===== config.mk =====
export PLATFORM = sky130hd
export DESIGN_NAME = vec_issue_ctrl_flat
export DESIGN_NICKNAME = d
export VERILOG_FILES = /design/src/rtl/vec_issue_ctrl_if.sv /design/src/rtl/vec_issue_ctrl.sv /design/src/flat_wrapper.sv
export SDC_FILE = /design/constraint.sdc
export NUM_CORES = 1
export LEC_CHECK = 0
export ABC_AREA = 1
export BUFFER_PORTS_ARGS = -buffer_cell sky130_fd_sc_hd__buf_2
export CORE_MARGIN = 1
export CORE_UTILIZATION = 30
export DETAILED_ROUTE_END_ITERATION = 10
export GPL_ROUTABILITY_DRIVEN = 0
export SYNTH_ARGS = -nofsm -noshare
export SYNTH_HDL_FRONTEND = slang
export SYNTH_SLANG_ARGS = --single-unit

===== constraint.sdc =====
create_clock -name vsi_clk -period 4.7 [get_ports vsi_clk]
set_input_delay 0.705 -clock vsi_clk [delete_from_list [all_inputs] [get_ports vsi_clk]]
set_output_delay 0.705 -clock vsi_clk [all_outputs]
set_load 0.005 [all_outputs]

===== src/rtl/vec_issue_ctrl_if.sv =====
// Instruction and response handshake between the issuing core (master)
// and the vector issue controller (slave).
interface vec_issue_ctrl_if;
  logic        instr_valid;
  logic        instr_ready;
  logic [31:0] instr_data;
  logic        rsp_valid;
  logic        rsp_ready;
  logic        rsp_err;

  modport master (output instr_valid, instr_data, rsp_ready,
                  input  instr_ready, rsp_valid, rsp_err);
  modport slave  (input  instr_valid, instr_data, rsp_ready,
                  output instr_ready, rsp_valid, rsp_err);
endinterface


===== src/rtl/vec_issue_ctrl.sv =====
// In-order vector issue controller: instruction FIFO, decode/legality check, timed exec/write sequencing.
// Define VEC_ISSUE_PERF_EN to add the perf_retired / perf_busy_cyc counters.
module vec_issue_ctrl #(
  parameter int FIFO_DEPTH = 4,
  parameter int ALU_LAT    = 1,
  parameter int MAC_LAT    = 2,
  parameter int RED_LAT    = 3
) (
  input  logic        vsi_clk,
  input  logic        vsi_rst_n,
  vec_issue_ctrl_if.slave io,
  input  logic        cfg_we,
  input  logic        cfg_lmul,
  input  logic        cfg_sew,
  output logic        exec_en,
  output logic        write_en,
  output logic [31:0] op_o,
  output logic        lmul_o,
  output logic        sew_o,
  output logic        busy
`ifdef VEC_ISSUE_PERF_EN
  ,
  output logic [31:0] perf_retired,
  output logic [31:0] perf_busy_cyc
`endif
);
  localparam int PW = $clog2(FIFO_DEPTH);
  localparam int CW = PW + 1;
  localparam int LW = 8;

  typedef enum logic [2:0] {IDLE, DECODE, EXEC, WB, RESP} state_t;

  state_t                   state;
  logic [FIFO_DEPTH-1:0][31:0] mem;
  logic [PW-1:0]            wr_ptr, rd_ptr;
  logic [CW-1:0]            count;
  logic                     cfg_lmul_q, cfg_sew_q;
  logic [LW-1:0]            cnt;
  logic                     rsp_valid_q, rsp_err_q;
  logic                     full, push, pop;

  // Ready depends only on occupancy, so a same-cycle pop never opens a slot early.
  assign full           = (count == CW'(FIFO_DEPTH));
  assign io.instr_ready = !full;
  assign push           = io.instr_valid && !full;
  assign pop            = (state == IDLE) && (count != '0);
  assign io.rsp_valid   = rsp_valid_q;
  assign io.rsp_err     = rsp_err_q;
  assign busy           = (state != IDLE) || (count != '0);

  always_ff @(posedge vsi_clk) begin
    if (push) mem[wr_ptr] <= io.instr_data;
  end

  always_ff @(posedge vsi_clk or negedge vsi_rst_n) begin
    if (!vsi_rst_n) begin
      wr_ptr <= '0;
      rd_ptr <= '0;
      count  <= '0;
    end else begin
      if (push) wr_ptr <= wr_ptr + PW'(1);
      if (pop)  rd_ptr <= rd_ptr + PW'(1);
      case ({push, pop})
        2'b10:   count <= count + CW'(1);
        2'b01:   count <= count - CW'(1);
        default: count <= count;
      endcase
    end
  end

  always_ff @(posedge vsi_clk or negedge vsi_rst_n) begin
    if (!vsi_rst_n) begin
      cfg_lmul_q <= 1'b0;
      cfg_sew_q  <= 1'b0;
    end else if (cfg_we) begin
      cfg_lmul_q <= cfg_lmul;
      cfg_sew_q  <= cfg_sew;
    end
  end

  // Decode of the latched instruction; only meaningful while in DECODE.
  logic [4:0] vd, vs1, vs2;
  logic       is_alu, is_mac, is_red, chk_vs1, misalign, legal;
  logic [LW-1:0] lat_m1;

  assign vd  = op_o[11:7];
  assign vs1 = op_o[19:15];
  assign vs2 = op_o[24:20];

  always_comb begin
    is_alu  = 1'b0;
    is_mac  = 1'b0;
    is_red  = 1'b0;
    chk_vs1 = 1'b1;
    if      (op_o[31:26] == 6'b001011 && op_o[14:12] == 3'b000) is_alu = 1'b1;
    else if (op_o[31:26] == 6'b001100 && op_o[14:12] == 3'b000) is_alu = 1'b1;
    else if (op_o[31:26] == 6'b001110 && op_o[14:12] == 3'b011) begin
      is_alu  = 1'b1;
      chk_vs1 = 1'b0;
    end
    else if (op_o[31:26] == 6'b101101 && op_o[14:12] == 3'b010) is_mac = 1'b1;
    else if (op_o[31:26] == 6'b000000 && op_o[14:12] == 3'b010) begin
      is_red  = 1'b1;
      chk_vs1 = 1'b0;
    end
    misalign = lmul_o && ((vd[1:0] != 2'b00) || (vs2[1:0] != 2'b00) ||
                          (chk_vs1 && (vs1[1:0] != 2'b00)));
    legal    = (op_o[6:0] == 7'h57) && op_o[25] && (is_alu || is_mac || is_red) && !misalign;
    lat_m1   = is_mac ? LW'(MAC_LAT - 1) : is_red ? LW'(RED_LAT - 1) : LW'(ALU_LAT - 1);
  end

  always_ff @(posedge vsi_clk or negedge vsi_rst_n) begin
    if (!vsi_rst_n) begin
      state       <= IDLE;
      cnt         <= '0;
      exec_en     <= 1'b0;
      write_en    <= 1'b0;
      rsp_valid_q <= 1'b0;
      rsp_err_q   <= 1'b0;
      op_o        <= '0;
      lmul_o      <= 1'b0;
      sew_o       <= 1'b0;
    end else begin
      case (state)
        IDLE: if (pop) begin
          state  <= DECODE;
          op_o   <= mem[rd_ptr];
          lmul_o <= cfg_lmul_q;
          sew_o  <= cfg_sew_q;
        end
        DECODE: if (legal) begin
          state   <= EXEC;
          cnt     <= lat_m1;
          exec_en <= 1'b1;
        end else begin
          state       <= RESP;
          rsp_valid_q <= 1'b1;
          rsp_err_q   <= 1'b1;
        end
        EXEC: if (cnt == '0) begin
          state    <= WB;
          write_en <= 1'b1;
        end else begin
          cnt <= cnt - LW'(1);
        end
        WB: begin
          state       <= RESP;
          exec_en     <= 1'b0;
          write_en    <= 1'b0;
          rsp_valid_q <= 1'b1;
          rsp_err_q   <= 1'b0;
        end
        RESP: if (io.rsp_ready) begin
          state       <= IDLE;
          rsp_valid_q <= 1'b0;
          rsp_err_q   <= 1'b0;
        end
        default: state <= IDLE;
      endcase
    end
  end

`ifdef VEC_ISSUE_PERF_EN
  always_ff @(posedge vsi_clk or negedge vsi_rst_n) begin
    if (!vsi_rst_n) begin
      perf_retired  <= '0;
      perf_busy_cyc <= '0;
    end else begin
      if (state == RESP && io.rsp_ready && !rsp_err_q) perf_retired <= perf_retired + 32'd1;
      if (state != IDLE) perf_busy_cyc <= perf_busy_cyc + 32'd1;
    end
  end
`endif

endmodule


===== src/flat_wrapper.sv =====
// flat-port wrapper written by rule: the top's interface ports become plain ports
module vec_issue_ctrl_flat 
#(
  parameter int FIFO_DEPTH = 4,
  parameter int ALU_LAT    = 1,
  parameter int MAC_LAT    = 2,
  parameter int RED_LAT    = 3
)
  (vsi_clk, vsi_rst_n, cfg_we, cfg_lmul, cfg_sew, exec_en, write_en, op_o, lmul_o, sew_o, busy, io_instr_valid, io_instr_data, io_rsp_ready, io_instr_ready, io_rsp_valid, io_rsp_err);
  vec_issue_ctrl_if io_i ();
  input  logic vsi_clk;
  input  logic vsi_rst_n;
  input  logic cfg_we;
  input  logic cfg_lmul;
  input  logic cfg_sew;
  output logic exec_en;
  output logic write_en;
  output logic [31:0] op_o;
  output logic lmul_o;
  output logic sew_o;
  output logic busy;
  input wire logic [$bits(io_i.instr_valid)-1:0] io_instr_valid;
  input wire logic [$bits(io_i.instr_data)-1:0] io_instr_data;
  input wire logic [$bits(io_i.rsp_ready)-1:0] io_rsp_ready;
  output wire logic [$bits(io_i.instr_ready)-1:0] io_instr_ready;
  output wire logic [$bits(io_i.rsp_valid)-1:0] io_rsp_valid;
  output wire logic [$bits(io_i.rsp_err)-1:0] io_rsp_err;
  assign io_i.instr_valid = io_instr_valid;
  assign io_i.instr_data = io_instr_data;
  assign io_i.rsp_ready = io_rsp_ready;
  assign io_instr_ready = io_i.instr_ready;
  assign io_rsp_valid = io_i.rsp_valid;
  assign io_rsp_err = io_i.rsp_err;
  vec_issue_ctrl #(.FIFO_DEPTH(FIFO_DEPTH), .ALU_LAT(ALU_LAT), .MAC_LAT(MAC_LAT), .RED_LAT(RED_LAT)) u_core (.vsi_clk(vsi_clk), .vsi_rst_n(vsi_rst_n), .io(io_i), .cfg_we(cfg_we), .cfg_lmul(cfg_lmul), .cfg_sew(cfg_sew), .exec_en(exec_en), .write_en(write_en), .op_o(op_o), .lmul_o(lmul_o), .sew_o(sew_o), .busy(busy));
endmodule

# After elaboration in Yosys (flattened, before gate mapping)
# Index checks and enable logic that the tools add are counted.
# classes
reduce_logical,40
n_mux,41
addsub,5
eq_ne,20
magnitude_cmp,3
# ops
op,n
bitwise mux 128 bit,1
binary-select mux 32 bit (select 2 bit),1
demux 32 bit (select 2 bit),1
2-to-1 mux 32 bit,2
2-to-1 mux 8 bit,3
2-to-1 mux 1 bit,21
"equality test 6 x 4 -> 1 bit, second input constant",3
one-hot mux 8 bit (2 select lines),1
one-hot mux 3 bit (5 select lines),1
nonzero test 2 bit,7
logical AND 1 bit,13
"equality test 3 x 2 -> 1 bit, second input constant",4
2-to-1 mux 3 bit,4
AND reduction 3 bit,3
nonzero test 3 bit,3
logical NOT 8 bit,1
"subtractor 8 x 1 -> 8 bit, second input constant",1
"equality test 7 bit, second input constant",1
"equality test 3 bit, second input constant",2
"equality test 6 bit, second input constant",1
logical NOT 3 bit,2
logical NOT 6 bit,1
"less-than comparator 2 x 3 -> 1 bit, second input constant",2
"inequality test 2 x 1 -> 1 bit, second input constant",3
15 further kinds,27
# word_totals
output_inout_bits,40
regBits,186
wordCells,127
inputBits,39

# Logic depth before layout (Yosys ltp)
# depth
depth_word,14
ltp_mapped,12
mapped_depth_nobuf,12

# Worst setup path after synthesis
# No wires, ideal clock.
# synth_path
path_kind,input port to flip-flop
from,input port io_instr_valid
to,"register u_core.mem[0] (netlist name), enable pin"
cell_stages,2
arrival_time_ps,2241
slack_ps,2038
n_path_buf,0
setup_ps,421
t_required_ps,4279
cell_sequence,nand2_1 nor2_1
# synth_between
elab_chain_len,1
# synth_lines
element,line_no,rtl
start: declaration,flat_wrapper.sv:22,input wire logic [$bits(io_i.instr_valid)-1:0] io_instr_valid;
logical AND 1 bit,vec_issue_ctrl.sv:45,assign push = io.instr_valid && !full;
end signal: indexed assignment,vec_issue_ctrl.sv:52,if (push) mem[wr_ptr] <= io.instr_data;
end: declaration,vec_issue_ctrl.sv:34,logic [FIFO_DEPTH-1:0][31:0] mem;
# Every way passes these cells.
# A chain may end at the register's enable or synchronous reset.

# Worst setup path after layout
# layout_path
from,register u_core.count[1]
to,output port busy
# layout_between
elab_chain_len,2
# layout_lines
element,line_no,rtl
start: declaration,vec_issue_ctrl.sv:36,logic [CW-1:0] count;
start signal: assignment,vec_issue_ctrl.sv:64,2'b10: count <= count + CW'(1);
start signal: assignment,vec_issue_ctrl.sv:65,2'b01: count <= count - CW'(1);
start signal: assignment,vec_issue_ctrl.sv:66,default: count <= count;
nonzero test 3 bit,vec_issue_ctrl.sv:49,assign busy = (state != IDLE) || (count != '0);
logical OR 1 bit,vec_issue_ctrl.sv:49,
end: declaration,flat_wrapper.sv:21,output logic busy;
# Every way passes these cells.

==> impl_metrics.toml <==
[status]
status = "completed"

[floorplan]
core-area_mm2 = 0.0245
num_io_pins = 79
die_area_mm2 = 0.0257
die_h_um = 160
row_count = 57
die_w_um = 160
start_util_pct = 30.8

[sta]
worst_pin_slew_ps = 1090
relSlewSlack_pct = 26.9
fmax_mhz = 420
rsz0062_at_grt = "no"
finalSetupTns_ps = 0
finalSetupViolations = 0
hold_violations = 0
post-route-period-util_pct = 50.7
finalMaxSlewViolations = 0
post-route-min-period_ps = 2380
fin_ws_ps = 2320
skew_ps = 15.6
whs_ps = 273

[global_route]
grt-ovfl-total = 0
track_usage_pct = 13.6
grt_pass1_vias = 4767
grt_max_degree = 67
grt_pass1_wl_um = 26500
antenna_found_initial = 0

[yosys]
netlist_area_mm2 = 0.00753
synth_flop_cell = "edfxtp_1"
syn-instance-count = 652
synthTopCellsByCount = "nor2_1 (146), edfxtp_1 (128), o21ai_0 (76)"
synth-edff-count = 128
synth_top_area_cell = "edfxtp_1"
synth_most_common_cell = "nor2_1"
yosys_register_bits = 186
synth.area.top_cells = "edfxtp_1 (51%), dfrtp_1 (19%), nor2_1 (7.3%)"
yosysTopAreaCellShare_pct = 51.1
ys_async_sr_fraction_pct = 31.2
synth_area_per_cell_um2 = 11.5
synthDistinctLibCells = 35
seq_area_frac_synth_pct = 70.4
syn_nets = 699
ys_warn_count = 0

[clock_network]
clk_pin_slew_ps = 70
cts_num_sinks = 186
hold_buffers = 0
cts_root_buf = "clkbuf_16"
ctsResizeCount = 0
clock_latency_ps = 440
h-tree-depth = 4
cts_buffers = 17
cts_tree = "done"
clockBufferDepth = 2
cts_setup_buffers = 0

[critical_path]
crit_type = "reg -> out"
startpoint_type = "register"
end_kind = "output pin"
required_ps = 3990
arrival_ps = 1680
crit_path_max_fanout = 3

[detailed_routing]
dr.first_iter.drc_count = 362
wl_per_cell_um = 15.8
drc_errors = 0
viasPerCell = 4.58
ant_nets = 0
vias = 4878
drt-total-wl_um = 16800
detail_route.first_pass.iterations = 5

[flow_run]
max_cap_viol_count = 0

[finish]
n_antenna_cell = 0
fin_area_mm2 = 0.00887
nFillCells = 2420
drive_gt1_share_pct = 19.0
fin_nets = 775
finalNonFillerCells = 1065
syn2layout_area_growth_pct = 17.8

[power]
power.density_mw_per_mm2 = 642
power.leakage_nw = 3.44
ir_drop_v = 0.000327

[placement]
dp_hpwl_um = 10300
preCtsSetupSlack_ps = 2170
dpl.cell_count = 1033
io_buffers = 78
placed_area_mm2 = 0.00828

[min_path]
hp-class = "in -> async"
[through the flow]
step / power, mW / util [%]
6_report: 5.70 / 36.2
5_1_grt: 6.08 / 36.2
4_1_cts: 5.76 / 36.2
3_5_place_dp: 4.32 / 33.8
3_3_place_gp: 4.28 / 33.8
2_1_floorplan: 3.67 / -
[metal layers]
layer	vias to the layer above	wire length (µm)	global-route usage (%)	part of all wire (%)
met5	-	0	0	0
li1	2403	-	-	-
met4	0	217	3.72	1.3
met1	2331	8000	18.3	48
met2	126	7870	21.5	47
met3	18	742	3.54	4.4
[worst paths after layout]
| path | start | endpoint | slack [ps] | cells past startpoint |
|---|---|---|---|---|
| worst max-delay path | u_core.count[1] | busy | 2320 | 3 |
| worst min-delay path | vsi_rst_n | u_core.op_o[28] | 270 | 1 |
| worst max register to register | u_core.count[0] | u_core.mem[36] | 2470 | 4 |
| worst min register to register | u_core.io.rsp_err | u_core.io.rsp_err | 480 | 2 |
| max in group asynchronous | vsi_rst_n | u_core.count[1] | 3480 | 2 |
| min in group vsi_clk | u_core.io.rsp_err | u_core.io.rsp_err | 480 | 2 |
[power by group]
part           total [mW]  internal [mW]  switching, mW  leakage, nW
Combinational        1.84          0.593           1.25         1.28
Sequential           2.42           2.21          0.204         1.87
Clock                1.44          0.767          0.669        0.283
Total                5.70           3.57           2.12         3.44
[flip-flops by register name, indices dropped and copies added, names as in the netlist, 2 cells and up]
name           count
u_core.mem       128
u_core.op_o       32
u_core.cnt         8
u_core.count       3
u_core.state       3
u_core.rd_ptr      2
u_core.wr_ptr      2
[critical path: stages (launching register included)]
cell and delay, ps:
dfrtp_1 400, nor3_1 460, nand3_1 210, buf_2 190
[logic make-up after synthesis]
group / count (synthesis) / share of synthesized area [%]
buffers and inverters: 64 / 3.52
adders and majority gates: 8 / 1.43
and+or+nand+nor: 260 / 14.7
xor gates and xnor gates: 7 / 0.815
AOI/OAI and AO/OA: 127 / 9.16
DFF: 186 / 70.4
[final cells by class]
type / instances / area [µm²] / share of cell area [%]
sequential: 186 / 5300 / 59.7
clock inverter: 14 / 151 / 1.71
inverter: 38 / 145 / 1.64
multi-input combinational: 402 / 2000 / 22.6
clock buffer: 18 / 439 / 4.95
timing repair buffer: 83 / 428 / 4.83
tap: 324 / 405 / 4.57
[layout by cell type (no fill, tap or decap), types with 2 or more instances in the layout]
| cell | netlist | final |
|---|---|---|
| a21oi_1 | 7 | 7 |
| clkbuf_16 | 0 | 17 |
| xnor2_1 | 4 | 4 |
| dfrtp_1 | 58 | 57 |
| inv_2 | 4 | 4 |
| nor2_1 | 146 | 142 |
| a31oi_1 | 21 | 21 |
| edfxtp_1 | 128 | 128 |
| xor2_1 | 3 | 3 |
| inv_6 | 0 | 2 |
| buf_2 | 9 | 78 |
| ha_1 | 7 | 7 |
| nor2_4 | 1 | 5 |
| nor2_2 | 5 | 5 |
| buf_4 | 3 | 5 |
| o21ai_0 | 76 | 76 |
| nand4_1 | 3 | 3 |
| nor3_1 | 8 | 8 |
| o22ai_1 | 11 | 11 |
| inv_8 | 0 | 5 |
| nand3_1 | 17 | 17 |
| inv_1 | 33 | 33 |
| nor3b_1 | 2 | 2 |
| nand2_4 | 2 | 2 |
| nand2_1 | 66 | 66 |
| o21ai_1 | 10 | 10 |
| clkinvlp_4 | 0 | 3 |
| nand2_2 | 3 | 3 |
No activity file was read; power rests on OpenSTA's default activity.
